`src/rtl/saturn_bus_master.sv`:
```
// saturn_bus_master
//   Initiator side of the HP48 nibble bus. Turns one core transfer request
//   (read or write of 1..16 nibbles starting at a 20-bit address) into a
//   sequence of strobed bus cycles toward hp48_bus. Read nibbles and the bus
//   error flag are collected and returned as a packed 64-bit result together
//   with a one-cycle done pulse.
//
// Ports
//   clk            : system clock, rising edge
//   reset          : asynchronous reset, active low
//   req_valid      : transfer request valid
//   req_ready      : master idle, request accepted this cycle
//   req_write      : 1 = write, 0 = read
//   req_use_pc     : read through PC instead of DP (ignored for writes)
//   req_addr       : address of the first nibble
//   req_count      : nibble count minus one
//   req_wdata      : write data, nibble k at [4k+3:4k]
//   busy           : transfer in progress
//   done           : one-cycle end-of-transfer pulse
//   err            : valid with done, bus error aborted the transfer
//   rdata          : read data, unread nibbles zero, held until next accept
//   bus_strobe     : one strobe per nibble transferred
//   bus_address    : nibble address of the current bus cycle
//   bus_command    : bus command code
//   bus_nibble_out : write nibble toward the bus
//   bus_nibble_in  : read nibble from the bus
//   bus_error      : bus error from the bus
module saturn_bus_master #(
  parameter int unsigned READ_LATENCY = 1  // 1..4
) (
  input  logic        clk,
  input  logic        reset,
  input  logic        req_valid,
  output logic        req_ready,
  input  logic        req_write,
  input  logic        req_use_pc,
  input  logic [19:0] req_addr,
  input  logic [3:0]  req_count,
  input  logic [63:0] req_wdata,
  output logic        busy,
  output logic        done,
  output logic        err,
  output logic [63:0] rdata,
  output logic        bus_strobe,
  output logic [19:0] bus_address,
  output logic [3:0]  bus_command,
  output logic [3:0]  bus_nibble_out,
  input  logic [3:0]  bus_nibble_in,
  input  logic        bus_error
);

  // Bus command codes shared with hp48_bus.
  localparam logic [3:0] BUSCMD_NOP      = 4'h0;
  localparam logic [3:0] BUSCMD_PC_READ  = 4'h1;
  localparam logic [3:0] BUSCMD_DP_READ  = 4'h2;
  localparam logic [3:0] BUSCMD_DP_WRITE = 4'h3;

  localparam logic [1:0] LAST_WAIT = 2'(READ_LATENCY - 1);

  typedef enum logic [1:0] {
    ST_IDLE,
    ST_STROBE,
    ST_WAIT,
    ST_DONE
  } state_t;

  state_t      state, state_next;
  logic [3:0]  k, k_next;
  logic [1:0]  wcnt;
  logic [19:0] addr_q;
  logic [3:0]  count_q;
  logic        write_q;
  logic        use_pc_q;
  logic [63:0] wdata_q;

  logic        accept;
  logic        err_hit;
  logic        capture;

  // Selected transfer parameters: on the accept cycle the latches are not
  // yet loaded, so the request inputs are used directly.
  logic [19:0] sel_addr;
  logic        sel_write;
  logic        sel_use_pc;
  logic [63:0] sel_wdata;
  logic [19:0] strobe_addr;
  logic [3:0]  strobe_cmd;
  logic [3:0]  strobe_nib;

  assign req_ready = (state == ST_IDLE);
  assign busy      = (state == ST_STROBE) || (state == ST_WAIT);

  always_comb begin
    state_next = state;
    k_next     = k;
    accept     = 1'b0;
    err_hit    = 1'b0;
    capture    = 1'b0;
    case (state)
      ST_IDLE: begin
        if (req_valid) begin
          accept     = 1'b1;
          k_next     = '0;
          state_next = ST_STROBE;
        end
      end
      ST_STROBE: begin
        if (bus_error) begin
          err_hit    = 1'b1;
          state_next = ST_DONE;
        end else if (write_q) begin
          if (k == count_q) begin
            state_next = ST_DONE;
          end else begin
            k_next = k + 4'd1;
          end
        end else begin
          state_next = ST_WAIT;
        end
      end
      ST_WAIT: begin
        if (wcnt == LAST_WAIT) begin
          capture = 1'b1;
          if (k == count_q) begin
            state_next = ST_DONE;
          end else begin
            k_next     = k + 4'd1;
            state_next = ST_STROBE;
          end
        end
      end
      ST_DONE: state_next = ST_IDLE;
      default: state_next = ST_IDLE;
    endcase
  end

  // Bus outputs are registered, so they are computed from the next state
  // and next nibble index rather than the current ones.
  always_comb begin
    sel_addr    = accept ? req_addr   : addr_q;
    sel_write   = accept ? req_write  : write_q;
    sel_use_pc  = accept ? req_use_pc : use_pc_q;
    sel_wdata   = accept ? req_wdata  : wdata_q;
    strobe_addr = sel_addr + {16'd0, k_next};
    if (sel_write) begin
      strobe_cmd = BUSCMD_DP_WRITE;
      strobe_nib = sel_wdata[{k_next, 2'b00} +: 4];
    end else begin
      strobe_cmd = sel_use_pc ? BUSCMD_PC_READ : BUSCMD_DP_READ;
      strobe_nib = '0;
    end
  end

  always_ff @(posedge clk or negedge reset) begin
    if (!reset) begin
      state          <= ST_IDLE;
      k              <= '0;
      wcnt           <= '0;
      addr_q         <= '0;
      count_q        <= '0;
      write_q        <= 1'b0;
      use_pc_q       <= 1'b0;
      wdata_q        <= '0;
      done           <= 1'b0;
      err            <= 1'b0;
      rdata          <= '0;
      bus_strobe     <= 1'b0;
      bus_address    <= '0;
      bus_command    <= BUSCMD_NOP;
      bus_nibble_out <= '0;
    end else begin
      state <= state_next;
      k     <= k_next;
      wcnt  <= (state == ST_WAIT && state_next == ST_WAIT) ? wcnt + 2'd1 : '0;

      if (accept) begin
        addr_q   <= req_addr;
        count_q  <= req_count;
        write_q  <= req_write;
        use_pc_q <= req_use_pc;
        wdata_q  <= req_wdata;
        rdata    <= '0;
        err      <= 1'b0;
      end
      if (err_hit) begin
        err <= 1'b1;
      end
      if (capture) begin
        rdata[{k, 2'b00} +: 4] <= bus_nibble_in;
      end

      done       <= (state_next == ST_DONE);
      bus_strobe <= (state_next == ST_STROBE);

      case (state_next)
        ST_STROBE: begin
          bus_address    <= strobe_addr;
          bus_command    <= strobe_cmd;
          bus_nibble_out <= strobe_nib;
        end
        ST_WAIT: begin
          // address, command and nibble held for the read latency
        end
        default: begin
          bus_command    <= BUSCMD_NOP;
          bus_nibble_out <= '0;
        end
      endcase
    end
  end

endmodule

```
`config.mk`:
```
export PLATFORM = sky130hd
export DESIGN_NAME = saturn_bus_master
export DESIGN_NICKNAME = d
export VERILOG_FILES = /design/src/rtl/saturn_bus_master.sv
export SDC_FILE = /design/constraint.sdc
export NUM_CORES = 1
export LEC_CHECK = 0
export ABC_AREA = 0
export CORE_ASPECT_RATIO = 1.75
export CORE_MARGIN = 2
export CORE_UTILIZATION = 50
export CTS_CLUSTER_SIZE = 14
export DETAILED_ROUTE_END_ITERATION = 10
export GPL_TIMING_DRIVEN = 0
export HOLD_SLACK_MARGIN = 0.12
export PLACE_DENSITY = 0.79
export SETUP_SLACK_MARGIN = 0.05
export SLEW_MARGIN = 5
export SYNTH_ARGS = -nofsm -noshare
export SYNTH_HDL_FRONTEND = slang
export SYNTH_SLANG_ARGS = --single-unit
```
`constraint.sdc`:
```
create_clock -name clk -period 4.6 [get_ports clk]
set_input_delay 0.92 -clock clk [delete_from_list [all_inputs] [get_ports clk]]
set_output_delay 0.92 -clock clk [all_outputs]
set_load 0.05 [all_outputs]
```
==> impl_metrics.tcl, run 1 <==
set metrics [dict create \
    layout.nets 1071 \
    layout.cells.most_common "sky130_fd_sc_hd__dfrtp_1" \
    avgSynthCellArea_um2 11.8 \
    worst_ir_drop_on_vdd_mv 0.449 \
    rsz_0062_raised_after_global_routing "false" \
    postSynthRegisterBits 191 \
    netlist_instances 744 \
    post_synth_design_cell_area_mm2 0.00876 \
    powerDensity_mw_per_mm2 643 \
    first_iter_violations 247 \
    synthesis.yosys.warnings 0 \
    synth_compound_gate_area_share_pct 8.10 \
    drt-met1-wl_um 7820 \
    placed_cells_incl_taps 1169 \
    area_growth_syn_to_layout_pct 33.3 \
    hpwl_um 16700 \
    whs_ns 0.484 \
    r2r-start "state[0]" \
    yosysTopAreaCell "sky130_fd_sc_hd__dfrtp_1" \
    timing.final.hold_violations 0 \
    synth_seq_area_share_pct 54.5 \
    hold_path_class "flop to flop" \
    layout-drive-gt1-share_pct 17.2 \
    total_power_w 0.00751 \
    leak_nw 5.10 \
    maximum_cell_stage_delay_along_the_critical_path_ns 0.49 \
    clock-root-buffer "sky130_fd_sc_hd__clkbuf_16" \
    min_delay_path_depth 2 \
    slew_violations 0 \
    wl_met3_um 999 \
    cts.htree.levels 4 \
    remaining_drc_errors 0 \
    drt.antenna.violating_nets 0 \
    finalWeightedCongestion 0.827 \
    internal-power_w 0.00453 \
    worstMarginPinSlew_ns 0.904 \
    outcome "complete, no violations" \
    cp_data_arrival_time_ns 4.65 \
    route.vias.total 6450 \
    worst_skew_pair.late_latency_ns 0.43 \
    yosysUniqueCellTypes 60 \
    maxUsedRoutingLayer "met4" \
    ys_top_cells_by_area "sky130_fd_sc_hd__dfrtp_1, sky130_fd_sc_hd__mux2_2, sky130_fd_sc_hd__mux2i_1" \
    power.switching_w 0.00298 \
    grt_start_max_net_pins 118 \
    power_frac_seq_pct 33.0 \
    layoutNonFillerInstCount 1203 \
    grt_first_pass_wirelength_um 35900 \
    met2_length_um 12700 \
    clock_power_share_pct 20.0 \
    synthSimpleGateAreaFrac_pct 10.9 \
    hold_path_startpoint "bus_address[19]" \
    synth_flop_cell "sky130_fd_sc_hd__dfrtp_1" \
    capturing_point_of_the_worst_reg2reg_path "bus_address[15]" \
    crit_path_max_fanout 10 \
    post_synth_xor_area_fraction_pct 2.47 \
    die_width_um 104 \
    path_clk_slew_ns 0.08 \
    globalRouteTotalUtil_pct 24.9 \
    cts_hold_buf 0 \
    muxShareOfSynthArea_pct 18.0 \
    critPathBufInv 5 \
    finalSetupViolCount 0 \
    cts_buffers 17 \
    firstDrtPassIters 4 \
    cpMaxStageDelayCell "sky130_fd_sc_hd__or4_1" \
    start_util_pct 50.7 \
    maxSlewHeadroom_pct 39.7 \
    die_area_mm2 0.0186 \
    cp_common_cell "sky130_fd_sc_hd__buf_4" \
    power.combinational.fraction_pct 47.0 \
    first_global_vias 6961 \
    fin_crit_ns 4.35 \
    overall_die_height_um 179 \
    achievable-frequency_mhz 230 \
    portion_of_synthesized_cell_area_occupied_by_the_leading_cell_type_pct 54.5 \
    final_min_period_over_clock_period_pct 94.6 \
    hold_path_end "bus_address[19]" \
    floorplan.rows 64 \
    port_buffers 192 \
    synth_enable_flop_cells 0 \
    synth_async_sr_flop_share_pct 100 \
    worst_setup_path_start_kind "input port" \
    io-pin-count 195 \
    skew_ns 0.0148 \
    tritoncts "built" \
    post_synth_fa_ha_maj_area_fraction_pct 2.08 \
    detailed_route_wl_um 22300 \
    critical_path_cell_by_cell "dlygate4sd2_1 > and2_1 > buf_4 > buf_4 > buf_4 > buf_6 > mux2_2 > ha_1 > a21o_1 > a21o_1 > a21oi_1 > a211o_1 > or4_1 > nor2_1 > xnor2_1 > o21ai_0" \
    floorplan.core_area_mm2 0.0173 \
    end_kind "flop" \
    rrSetupSlack_ns 0.38 \
    combinational_family_with_the_most_area_after_synthesis "multiplexers" \
    cts_num_sinks 191 \
    layout.core_utilization_pct 67.5 \
    vias_per_cell 5.36 \
    crit_path_class "input port to flop" \
    wl_per_cell_um 18.5 \
    final_cell_mix "sky130_fd_sc_hd__dfrtp_1, sky130_fd_sc_hd__clkdlybuf4s50_1, sky130_fd_sc_hd__mux2_2" \
    maxCapViolations 0 \
    grt.overflow.total 0 \
    rr_worst_depth 17 \
    number_of_antenna_violations_at_the_first_check_in_global_routing 0 \
    power.switching_fraction_pct 39.7 \
    clockBufferDepth 2 \
    cpLargestDelayFamily "buffers and inverters" \
    antennaDiodeCount 0 \
    timing.critical_path.required_ns 4.90 \
]
[power by group through the flow]
stage               Combinational [W]  Sequential (W)  Clock, W
detailed placement            0.00349         0.00251         0
global placement              0.00343         0.00250         0
floorplan                     0.00206         0.00291         0
CTS                           0.00354         0.00248   0.00152
finish                        0.00353         0.00248   0.00150
global route                  0.00384         0.00253   0.00159
[Yosys cell counts (3+ instances only)]
cell	n
sky130_fd_sc_hd__a221o_1	3
sky130_fd_sc_hd__buf_4	3
sky130_fd_sc_hd__nand2b_1	7
sky130_fd_sc_hd__nand4_1	6
sky130_fd_sc_hd__a21oi_1	6
sky130_fd_sc_hd__nor2_1	12
sky130_fd_sc_hd__dfrtp_1	191
sky130_fd_sc_hd__mux2_2	94
sky130_fd_sc_hd__o21ai_0	85
sky130_fd_sc_hd__and3_1	6
sky130_fd_sc_hd__inv_1	24
sky130_fd_sc_hd__nor3_1	10
sky130_fd_sc_hd__xnor2_1	19
sky130_fd_sc_hd__a22o_1	4
sky130_fd_sc_hd__a21o_1	6
sky130_fd_sc_hd__ha_1	13
sky130_fd_sc_hd__clkbuf_8	4
sky130_fd_sc_hd__buf_6	5
sky130_fd_sc_hd__mux2i_1	46
sky130_fd_sc_hd__nand2_1	64
sky130_fd_sc_hd__buf_1	5
sky130_fd_sc_hd__buf_2	7
sky130_fd_sc_hd__clkbuf_1	11
sky130_fd_sc_hd__nand3_1	70
[worst register-to-register path, stage by stage (launching register included)]
cell and delay, ns:
sky130_fd_sc_hd__dfrtp_1 0.42, sky130_fd_sc_hd__inv_1 0.15, sky130_fd_sc_hd__ha_4 0.22, sky130_fd_sc_hd__and2_1 0.20
sky130_fd_sc_hd__buf_4 0.21, sky130_fd_sc_hd__buf_4 0.22, sky130_fd_sc_hd__buf_4 0.25, sky130_fd_sc_hd__buf_6 0.20
sky130_fd_sc_hd__mux2_2 0.39, sky130_fd_sc_hd__ha_1 0.28, sky130_fd_sc_hd__a21o_1 0.10, sky130_fd_sc_hd__a21o_1 0.13
sky130_fd_sc_hd__a21oi_1 0.13, sky130_fd_sc_hd__a211o_1 0.31, sky130_fd_sc_hd__or4_1 0.49, sky130_fd_sc_hd__nor2_1 0.16
sky130_fd_sc_hd__xnor2_1 0.13, sky130_fd_sc_hd__o21ai_0 0.09
[metrics by stage]
stage | worst slack [ns] | instance area [um^2] | TNS, ns
2_1_floorplan | 0.135 | 8770 | 0
3_3_place_gp | -5.26 | 11000 | -1010.23
3_5_place_dp | -1.04 | 11000 | -10.45
4_1_cts | 0.0761 | 11700 | 0
5_1_grt | 0.0439 | 11700 | 0
6_report | 0.248 | 11700 | 0
[cell type report]
class	instances	area, um^2
Sequential cell	191	4780
Buffer	35	251
Multi-Input combinational cell	494	3690
Clock inverter	15	175
Inverter	24	90.1
Tap cell	231	289
Timing Repair Buffer	196	1980
Clock buffer	17	425
Fill cell	1394	5620
[repair_timing]
item / in CTS / in global routing
buffers inserted: 1 / 2
pin swaps: 1 / 2
endpoints found under the setup margin: 12 / 8
resized for setup: 8 / 5
[cell families (layout without fill, tap and decap cells)]
kind of cell	count (synthesis)	in the layout
adder cells (fa/ha/maj)	14	14
AND/OR/NAND/NOR	193	193
buffers and inverters	60	287
multiplexers	143	143
AO/OA/AOI/OAI	119	119
flip-flops	191	191
XOR/XNOR	23	23
other	1	2
[worst max-delay path by stage]
stage	startpoint	end	cells after the start
2_1_floorplan	state[0]	bus_address[16]	17
3_3_place_gp	reset	rdata[3]	1
3_5_place_dp	req_valid	bus_address[16]	16
4_1_cts	bus_error	bus_address[16]	17
5_1_grt	bus_error	bus_address[16]	16
6_report	req_valid	bus_address[15]	16
[flip-flops by register name, summed over array words and instances (netlist names)]
register        count
write_q             1
count_q             4
wdata_q            64
bus_command         2
err                 1
bus_strobe          1
bus_address        20
wcnt                2
use_pc_q            1
rdata              64
k                   4
done                1
addr_q             20
state               2
bus_nibble_out      4
[layer usage]
| metal | vias up | track usage [%] |
|---|---|---|
| met1 | 3182 | 25.4 |
| met5 | - | 0 |
| li1 | 3055 | - |
| met4 | 0 | 10.7 |
| met3 | 37 | 5.05 |
| met2 | 176 | 48.8 |
Power figures use the tool's default switching activity.
==> run 2: changes to the inputs <==
--- a/config.mk
+++ b/config.mk
@@ -15,6 +15,7 @@
 export HOLD_SLACK_MARGIN = 0.12
 export PLACE_DENSITY = 0.79
 export SETUP_SLACK_MARGIN = 0.05
+export SKIP_CTS_REPAIR_TIMING = 1
 export SLEW_MARGIN = 5
 export SYNTH_ARGS = -nofsm -noshare
 export SYNTH_HDL_FRONTEND = slang
==> constraint.sdc (replaced) <==
create_clock -name clk -period 4.7 [get_ports clk]
set_input_delay 0.94 -clock clk [delete_from_list [all_inputs] [get_ports clk]]
set_output_delay 0.94 -clock clk [all_outputs]
set_load 0.05 [all_outputs]
==> impl_metrics.tcl, run 2 (synthesis gave the netlist of run 1 again) <==
set metrics [dict create \
    placed_cells_incl_taps 1169 \
    cp_data_arrival_time_ns 4.76 \
    hpwl_um 16700 \
    crit_path_max_fanout 19 \
    fin_crit_ns 4.43 \
    grt_start_max_net_pins 118 \
    slew_violations 0 \
    floorplan.rows 64 \
    finalInstanceArea_mm2 0.0117 \
    rrSetupSlack_ns 0.36 \
    start_util_pct 50.7 \
    outcome "complete, no violations" \
    maximum_cell_stage_delay_along_the_critical_path_ns 0.47 \
    layout-drive-gt1-share_pct 17.2 \
    finalWeightedCongestion 0.827 \
    floorplan.core_area_mm2 0.0173 \
    grt_first_pass_wirelength_um 35800 \
    die_width_um 104 \
    skew_ns 0.0175 \
    first_global_vias 6957 \
    clock-root-buffer "sky130_fd_sc_hd__clkbuf_16" \
    power.switching_w 0.00291 \
    power.combinational.fraction_pct 47.0 \
    cts_buffers 17 \
    final_min_period_over_clock_period_pct 94.2 \
    maxCapViolations 0 \
    rsz_0062_raised_after_global_routing "true" \
    layout.cells.most_common "sky130_fd_sc_hd__dfrtp_1" \
    critPathBufInv 4 \
    critical_path_cell_by_cell "clkdlybuf4s50_1 > nand2b_2 > a2111oi_4 > nor2b_1 > a311oi_4 > buf_4 > buf_12 > inv_1 > ha_1 > a21o_1 > a21o_1 > nand4_1 > or3_4 > nor3_4 > nand2_1 > xor2_1 > o21ai_0" \
    placed_cell_area_mm2 0.0110 \
    worst_case_setup_margin_in_the_final_layout_ns 0.273 \
    final_cell_mix "sky130_fd_sc_hd__dfrtp_1, sky130_fd_sc_hd__clkdlybuf4s50_1, sky130_fd_sc_hd__mux2_2" \
    antennaDiodeCount 0 \
    die_area_mm2 0.0186 \
    wl_per_cell_um 18.4 \
    layout.nets 1071 \
    dp_worst_setup_slack_ns -0.965 \
    cpMaxStageDelayCell "sky130_fd_sc_hd__clkdlybuf4s50_1" \
    detailed_route_wl_um 22200 \
    maxSlewHeadroom_pct 40.5 \
    overall_die_height_um 179 \
    globalRouteTotalUtil_pct 24.8 \
    achievable-frequency_mhz 226 \
    power.switching_fraction_pct 39.7 \
    totalNegativeSetupSlack_ns 0 \
    hold_path_class "flop to flop" \
    cpLargestDelayFamily "simple AND/OR/NAND/NOR gates" \
    cts.htree.levels 4 \
    vias_per_cell 5.33 \
    crit_path_class "input port to flop" \
    firstDrtPassIters 4 \
    cts_num_sinks 191 \
    finalSetupViolCount 0 \
    whs_ns 0.482 \
    path_clk_slew_ns 0.08 \
    tritoncts "built" \
    worstMarginPinSlew_ns 0.892 \
    worst_setup_path_startpoint "bus_error" \
    top_regs "rdata: 64 flops, wdata_q: 64 flops" \
    timing.final.hold_violations 0 \
    route.vias.total 6418 \
    number_of_antenna_violations_at_the_first_check_in_global_routing 0 \
    cp_common_cell "sky130_fd_sc_hd__a21o_1" \
    worst_setup_path_endpoint "bus_address[14]" \
    rr_worst_depth 17 \
    first_iter_violations 268 \
    port_buffers 192 \
    worst_setup_path_start_kind "input port" \
    r2r-start "state[0]" \
    worst_skew_pair.late_latency_ns 0.43 \
    internal-power_w 0.00443 \
    area_growth_syn_to_layout_pct 33.3 \
    clockBufferDepth 2 \
    timing.critical_path.required_ns 5.04 \
    capturing_point_of_the_worst_reg2reg_path "bus_address[15]" \
    timing.critical_path.depth 17 \
    power_frac_seq_pct 33.0 \
    worst_ir_drop_on_vdd_mv 0.440 \
    drt.antenna.violating_nets 0 \
    clock_power_share_pct 19.9 \
    io-pin-count 195 \
    layoutNonFillerInstCount 1203 \
    fillCellCount 1393 \
    remaining_drc_errors 0 \
    powerDensity_mw_per_mm2 628 \
    end_kind "flop" \
    grt.overflow.total 0 \
    leak_nw 5.10 \
]
[run 2: cell count changes in the layout (fill, tap and decap cells not counted)]
cell | previous run | this run
sky130_fd_sc_hd__dlymetal6s2s_1 | 0 | 1
sky130_fd_sc_hd__buf_4 | 9 | 8
sky130_fd_sc_hd__clkbuf_4 | 0 | 2
sky130_fd_sc_hd__dlygate4sd2_1 | 1 | 0
sky130_fd_sc_hd__buf_6 | 5 | 4
[run 2: area by class of cell]
cell class	count	area [um^2]	area share [%]
clock inverter	15	175	1.50
tap	231	289	2.47
clock buffer	17	425	3.64
sequential	191	4780	40.9
multi-input combinational	494	3690	31.6
buffer	35	248	2.12
inverter	24	90.1	0.771
timing repair buffer	196	1980	16.9
[run 2: worst min-delay path by stage]
| stage | start | slack (ns) | cells past startpoint | to |
|---|---|---|---|---|
| after CTS | bus_address[19] | 0.49 | 2 | bus_address[19] |
| final | bus_address[19] | 0.48 | 2 | bus_address[19] |
| after global routing | bus_address[8] | 0.50 | 2 | bus_address[8] |
| after global placement | bus_command[1] | 0.46 | 1 | bus_command[1] |
| after floorplan | wdata_q[53] | 0.47 | 1 | wdata_q[53] |
| after detailed placement | bus_command[1] | 0.47 | 1 | bus_command[1] |
[run 2: per-stage QoR]
step / power (W) / util [%]
4_1_cts: 0.00736 / 67.1
3_3_place_gp: 0.00581 / 63.5
3_5_place_dp: 0.00588 / 63.7
6_report: 0.00734 / 67.5
5_1_grt: 0.00779 / 67.5
2_1_floorplan: 0.00486 / -
[run 2: worst min-delay path, delay by kind of cell (launching register included)]
family	cells	cell delay, ns
flip-flops	1	0.34
AO/OA/AOI/OAI	1	0.06
AND/OR/NAND/NOR	1	0.04
[run 2: routing by layer]
| metal | vias to the layer above | track usage (%) | part of all wire [%] |
|---|---|---|---|
| met5 | - | 0 | 0 |
| met4 | 0 | 10.5 | 2.8 |
| met3 | 33 | 5.02 | 4.2 |
| met2 | 170 | 48.7 | 58 |
| met1 | 3161 | 25.4 | 35 |
| li1 | 3054 | - | - |
[run 2: power groups by stage]
stage | clock network [W] | registers, W | logic [W]
after floorplan | 0 | 0.00285 | 0.00201
after global placement | 0 | 0.00244 | 0.00336
after detailed placement | 0 | 0.00246 | 0.00342
after CTS | 0.00149 | 0.00243 | 0.00344
after global routing | 0.00156 | 0.00248 | 0.00375
final | 0.00146 | 0.00243 | 0.00345
